--- config.mk ---
export PLATFORM = sky130hd
export DESIGN_NAME = up_down_counter
export DESIGN_NICKNAME = d
export VERILOG_FILES = /design/src/rtl/up_down_counter.sv
export SDC_FILE = /design/constraint.sdc
export NUM_CORES = 1
export LEC_CHECK = 0
export BUFFER_PORTS_ARGS = -buffer_cell sky130_fd_sc_hd__buf_4
export CAP_MARGIN = 30
export CORE_MARGIN = 2
export CORE_UTILIZATION = 40
export CTS_BUF_LIST = sky130_fd_sc_hd__clkbuf_4 sky130_fd_sc_hd__clkbuf_8
export CTS_CLUSTER_SIZE = 24
export DETAILED_ROUTE_END_ITERATION = 8
export GPL_TIMING_DRIVEN = 0
export PLACE_DENSITY = 0.7
export SYNTH_ARGS = -nofsm -noshare
export SYNTH_HDL_FRONTEND = slang
export SYNTH_SLANG_ARGS = --single-unit
export TNS_END_PERCENT = 100
--- constraint.sdc ---
create_clock -name clk -period 2 [get_ports clk]
set_clock_uncertainty 0.15 [all_clocks]
set_input_delay 0 -clock clk [delete_from_list [all_inputs] [get_ports clk]]
set_output_delay 0 -clock clk [all_outputs]
set_load 0.05 [all_outputs]
--- src/rtl/up_down_counter.sv ---
// Parametrised up/down counter with clear, load, count enable, registered wrap pulse and sticky overflow.
// Build option: define UP_DOWN_COUNTER_SATURATE_EN to saturate at the bounds instead of wrapping.
module up_down_counter #(
  parameter int              WIDTH     = 8,
  parameter longint unsigned MAX_COUNT = (64'd1 << WIDTH) - 64'd1
) (
  input  logic             clk,
  input  logic             rst_n,
  input  logic             clr,
  input  logic             load,
  input  logic [WIDTH-1:0] load_val,
  input  logic             en,
  input  logic             up_dn,
  input  logic             ovf_clr,
  output logic [WIDTH-1:0] count,
  output logic             wrap,
  output logic             ovf,
  output logic             at_max,
  output logic             at_zero
);

  localparam logic [WIDTH:0] MAX_W = (WIDTH + 1)'(MAX_COUNT);

  logic [WIDTH-1:0] r_count;
  logic             r_wrap;
  logic             r_ovf;

  logic [WIDTH:0]   w_cnt_ext;
  logic [WIDTH:0]   w_inc;
  logic [WIDTH:0]   w_dec;
  logic [WIDTH:0]   w_load_ext;
  logic [WIDTH:0]   w_load_lim;
  logic             w_up_blocked;
  logic             w_dn_blocked;
  logic [WIDTH-1:0] w_count_next;
  logic             w_wrap_next;
  logic             w_ovf_next;

  assign w_cnt_ext    = {1'b0, r_count};
  assign w_inc        = w_cnt_ext + 1'b1;
  assign w_dec        = w_cnt_ext - 1'b1;
  // The extra bit catches both bounds: an increment past MAX_COUNT, or a borrow out of zero.
  assign w_up_blocked = (w_inc > MAX_W);
  assign w_dn_blocked = w_dec[WIDTH];
  assign w_load_ext   = {1'b0, load_val};
  assign w_load_lim   = (w_load_ext > MAX_W) ? MAX_W : w_load_ext;

  always_comb begin
    w_count_next = r_count;
    w_wrap_next  = 1'b0;
    if (clr) begin
      w_count_next = '0;
    end else if (load) begin
      w_count_next = w_load_lim[WIDTH-1:0];
    end else if (en) begin
      if (up_dn) begin
        if (w_up_blocked) begin
          w_wrap_next = 1'b1;
`ifdef UP_DOWN_COUNTER_SATURATE_EN
          w_count_next = r_count;
`else
          w_count_next = '0;
`endif
        end else begin
          w_count_next = w_inc[WIDTH-1:0];
        end
      end else begin
        if (w_dn_blocked) begin
          w_wrap_next = 1'b1;
`ifdef UP_DOWN_COUNTER_SATURATE_EN
          w_count_next = '0;
`else
          w_count_next = MAX_W[WIDTH-1:0];
`endif
        end else begin
          w_count_next = w_dec[WIDTH-1:0];
        end
      end
    end
  end

  // A wrap on the same edge as ovf_clr leaves the flag set.
  assign w_ovf_next = w_wrap_next | (r_ovf & ~ovf_clr);

  always_ff @(posedge clk or negedge rst_n) begin
    if (!rst_n) begin
      r_count <= '0;
      r_wrap  <= 1'b0;
      r_ovf   <= 1'b0;
    end else begin
      r_count <= w_count_next;
      r_wrap  <= w_wrap_next;
      r_ovf   <= w_ovf_next;
    end
  end

  assign count   = r_count;
  assign wrap    = r_wrap;
  assign ovf     = r_ovf;
  assign at_max  = (r_count == MAX_W[WIDTH-1:0]);
  assign at_zero = (r_count == '0);

endmodule

==> After elaboration in Yosys (flattened, before gate mapping) <==
Cells that the tools add are included.
{ "word_totals": {"regBits": 10, "in_bits": 15, "wordCells": 26} }
{ "classes": {"n_addsub": 2, "order_cmp": 2, "eq_ne": 1, "muxes": 13, "n_bitwise": 3, "n_reduce_logical": 2} }
{ "op_table": {"columns": ["cell", "n"], "rows": [
  ["2-to-1 mux 8 bit", 7],
  ["adder 8 x 1 -> 9 bit (second input constant)", 1],
  ["> comparator 9 x 8 -> 1 bit (second input constant)", 1],
  ["subtractor 8 x 1 -> 9 bit (second input constant)", 1],
  ["== test 8 bit (second input constant)", 1],
  ["> comparator 8 bit (second input constant)", 1],
  ["logical NOT 8 bit", 1],
  ["2-to-1 mux 1 bit", 6],
  ["nonzero test 3 bit", 1],
  ["AND 1 bit", 1],
  ["inverter 1 bit", 1],
  ["OR 1 bit", 1]
]} }

==> Depth between registers and ports, before layout <==
{ "logic_depth": {"ltp_word": 8, "mapped_depth": 8, "mapped_depth_nobuf": 7} }

==> Worst setup path after synthesis <==
OpenSTA, ideal clock, no wires.
{ "synth_path": {"path_kind": "flip-flop to flip-flop", "start": "register r_count[1] (netlist: count[1])", "end": "register r_count[6] (netlist: count[6])", "arrival_time_ns": 2.882, "required_ns": 1.721, "path_slack_ns": -1.161, "path_stages_with_launch": 7, "path_buffers": 0, "synth_period_minus_slack_ns": 3.161, "cell_sequence": "dfrtp_1 -> ha_1 -> nand2_1 -> nor3_1 -> a21o_1 -> a21oi_2 -> o2bb2ai_1"} }
{ "synth_between": {"elab_chain_cells": 7, "elab_cells_between_ends": 9, "classes_between": "2 x add/sub; 1 x order compare; 6 x mux"} }
{ "synth_lines": {"columns": ["element", "line", "source"], "rows": [
  ["from (decl)", "24", "logic [WIDTH-1:0] r_count;"],
  ["from (signal assigned)", "91", "r_count <= w_count_next;"],
  ["adder 8 x 1 -> 9 bit", "40", "assign w_inc = w_cnt_ext + 1'b1;"],
  ["> comparator 9 x 8 -> 1 bit", "43", "assign w_up_blocked = (w_inc > MAX_W);"],
  ["2-to-1 mux 8 bit", "57", "if (w_up_blocked) begin"],
  ["2-to-1 mux 8 bit (*)", "56", "if (up_dn) begin"],
  ["2-to-1 mux 8 bit (*)", "55", "end else if (en) begin"],
  ["2-to-1 mux 8 bit (*)", "53", "end else if (load) begin"],
  ["2-to-1 mux 8 bit (*)", "51", "if (clr) begin"]
]} }
Every way passes the cells marked *; elsewhere a longest branch is shown, timed or not. The select of a mux whose other input is x is not followed.
A chain may end at the register's enable or synchronous reset.

==> Worst setup path in the final report <==
{ "layout_path": {"start": "register r_count[1] (netlist: count[1])", "end": "register r_count[1] (netlist: count[1])"} }
The elaborated chain is that of the path after synthesis.

==> results_dict.tcl <==
set metrics [dict create \
    status "finished with violations" \
    violations "negative setup slack" \
    fin_util_pct 67.0 \
    slowest_stage "dfrtp_4" \
    synth_top_area_share_pct 23.3 \
    synth_largest_area_cell "dfrtp_1" \
    layout-drive-gt1-share_pct 38.6 \
    area_growth_pct 57.0 \
    power.density_nw_per_um2 503 \
    drtPass1Iterations 4 \
    crit_fanout 9 \
    cts_tree "done" \
    tightest_slew_ns 0.490 \
    die-area_um2 3120 \
    setup_violations 5 \
    synth.distinct_cells 50 \
    die_x_um 55.9 \
    slew_headroom_pct 67.3 \
    use_met3_pct 1.86 \
    finalSetupTns_ns -0.0742 \
    grt_pass1_vias 1134 \
    internal-power_uw 518 \
    slew_violations 0 \
    clkTransAtPathRegs_ns 0.08 \
    fin_area_um2 1690 \
    avgSynthCellArea_um2 8.47 \
    ios 27 \
    fp.dieH_um 55.9 \
    drt_iter0_drc 46 \
    vdd_ir_drop_max_uv 407 \
    hold_viol 0 \
    swShare_pct 39.1 \
    crit_type "reg -> reg" \
    p_leak_uw 0.000755 \
    vias 1231 \
    synth-seq-cells 10 \
    layout.area.seq_um2 259 \
    start_util_pct 42.7 \
    seqPwrFrac_pct 28.4 \
    dpl-instance-area_um2 1340 \
    numCtsBuffers 3 \
    yosysSeqAreaShare_pct 23.3 \
    timing.hold.ws_ns 0.0522 \
    use_met2_pct 37.1 \
    hp-class "in -> reg" \
    synth_edf_count 0 \
    worst_setup_path_start_kind "flop" \
    io_buffers 24 \
    grt_pass1_wl_mm 5.49 \
    grt.overflow.total 0 \
    n_fill_cell 200 \
    hold_depth 4 \
    fp.coreArea_um2 2520 \
    postSynthCellCount 127 \
    multi_input_comb_area_um2 797 \
    rsz0062_at_grt "true" \
    setup_ws_ns -0.0288 \
    p_sw_uw 332 \
    power_frac_comb_pct 52.2 \
    grt_usage_pct 22.0 \
    netlist_area_um2 1080 \
    rows 18 \
    grt-busiest-layer "met2" \
    p_clk_share_pct 19.4 \
    cts_root_buf "clkbuf_4" \
    grt.met1_usage_pct 29.9 \
    num_antenna_cells 0 \
    numClockSinks 10 \
    slowest_delay_ns 0.49 \
    setup.worst_path.end_class "flop" \
    worstPathRequired_ns 2.01 \
    timing.final.crit_share_pct 101 \
    htreeDepth 1 \
    async_flop_share_pct 100 \
    gp_congestion 0.854 \
    finalWirelength_mm 3.27 \
    antenna_found_initial 0 \
    max_freq_mhz 493 \
    drc_errors 0 \
    hpwl_mm 2.19 \
    synth_area_leaders "dfrtp_1, a21oi_1, ha_1" \
    viasPerCell 5.75 \
    num-nets-final 205 \
    clock_path_buffers 2 \
    timing.final.crit_period_ns 2.03 \
    wl_per_cell_um 15.3 \
    synth_ff_type "dfrtp_1" \
    drv_cap 0 \
    clk_latency_ns 0.27 \
    synth_warnings 0 \
    path_cells "buf_4 -> ha_1 -> and3b_1 -> o211ai_1 -> a21oi_4 -> a22oi_4 -> a31o_1" \
    grt_max_degree 11 \
    arrival_ns 2.04 \
    ant_nets 0 \
    rr_worst_depth 7 \
    syn_nets 147 \
]
[routing by layer]
| layer | wire length [µm] | vias to the layer above |
|---|---|---|
| li1 | - | 596 |
| met5 | 0 | - |
| met1 | 1470 | 585 |
| met4 | 34 | 0 |
| met3 | 181 | 4 |
| met2 | 1590 | 46 |
[what timing repair did]
action / in CTS / in global routing
endpoints found under the setup margin: 9 / 10
buffers inserted: 10 / 0
hold buffers: 19 / 0
gates cloned: 0 / 0
gates resized for setup: 9 / 1
pin swaps: 9 / 6
hold endpoints to repair: 20 / 0
[flip-flops by register name, indices dropped and copies added, names as in the netlist]
register,cells
count,8
ovf,1
wrap,1
[critical path: cells and delay by family (launching register included)]
kind | cells | cell delay [ns]
AO/OA/AOI/OAI | 4 | 0.71
adder cells (fa/ha/maj) | 1 | 0.17
buffers and inverters | 1 | 0.17
flip-flops | 1 | 0.49
AND/OR/NAND/NOR | 1 | 0.23
[power by group through the flow]
stage          registers (µW)  logic, µW  clock network [µW]
2_1_floorplan             297        195                   0
3_3_place_gp              248        337                   0
3_5_place_dp              249        342                   0
4_1_cts                   240        432                 164
5_1_grt                   244        476                 178
6_report                  241        444                 165
[worst paths after layout]
path / from / end / slack [ns]
max: count[1] / count[1] / -0.03
min reg2reg: ovf / ovf / 0.54
min in group asynchronous: rst_n / wrap / 0.61
max reg2reg: count[1] / count[1] / -0.03
max in group asynchronous: rst_n / count[1] / 0.72
min: load_val[0] / count[0] / 0.05
[through the flow]
stage | setup WS, ns | total power (µW) | std cells
CTS | -0.0170 | 837 | 214
floorplan | -0.115 | 492 | 127
detailed placement | -0.114 | 591 | 181
global placement | -0.0482 | 584 | 181
global route | -0.144 | 898 | 214
finish | -0.0288 | 850 | 214
[synth_stat cells, types with 2 or more instances]
| cell type | number |
|---|---|
| o21ai_0 | 5 |
| ha_1 | 5 |
| nand3_1 | 3 |
| nor3b_1 | 4 |
| o2bb2ai_1 | 5 |
| buf_6 | 4 |
| nor2_1 | 5 |
| nor3_1 | 5 |
| a31o_1 | 2 |
| and3_1 | 3 |
| nand2_1 | 9 |
| nand4_1 | 3 |
| a21o_1 | 2 |
| xnor2_1 | 3 |
| nor4bb_1 | 2 |
| dfrtp_1 | 10 |
| a21oi_1 | 14 |
| and3b_1 | 2 |
| inv_1 | 7 |
| a31oi_1 | 4 |
[cells by family after synthesis]
| logic type | after synthesis | synth area share [%] |
|---|---|---|
| AO/OA/AOI/OAI | 46 | 30.8 |
| AND/OR/NAND/NOR | 45 | 25.6 |
| buffers and inverters | 16 | 10.3 |
| flip-flops | 10 | 23.3 |
| adder cells (fa/ha/maj) | 5 | 5.81 |
| XOR/XNOR | 4 | 3.26 |
| multiplexers | 1 | 0.930 |
[area by class of cell]
type                       instances  share of cell area [%]
multi-input combinational        101                    47.2
timing repair buffer              53                    26.4
sequential                        10                    15.3
buffer                             9                    5.26
tap                               30                    2.22
inverter                           7                    1.85
clock buffer                       4                    1.78
[cell usage in the layout, fill, tap and decap left out, drive strengths merged, types with 2 or more instances in the layout]
cell type	instances
buf	41
dlygate4sd3	19
a21oi	15
dfrtp	10
nand2	9
inv	7
nor3	6
o21ai	5
nor2	5
o2bb2ai	5
clkbuf	5
ha	5
a31oi	4
nor3b	4
and3	4
nand3	4
nand4	3
xnor2	3
and3b	2
a31o	2
a21o	2
o211ai	2
nor4bb	2
o31a	2
Power figures use the tool's default switching activity.
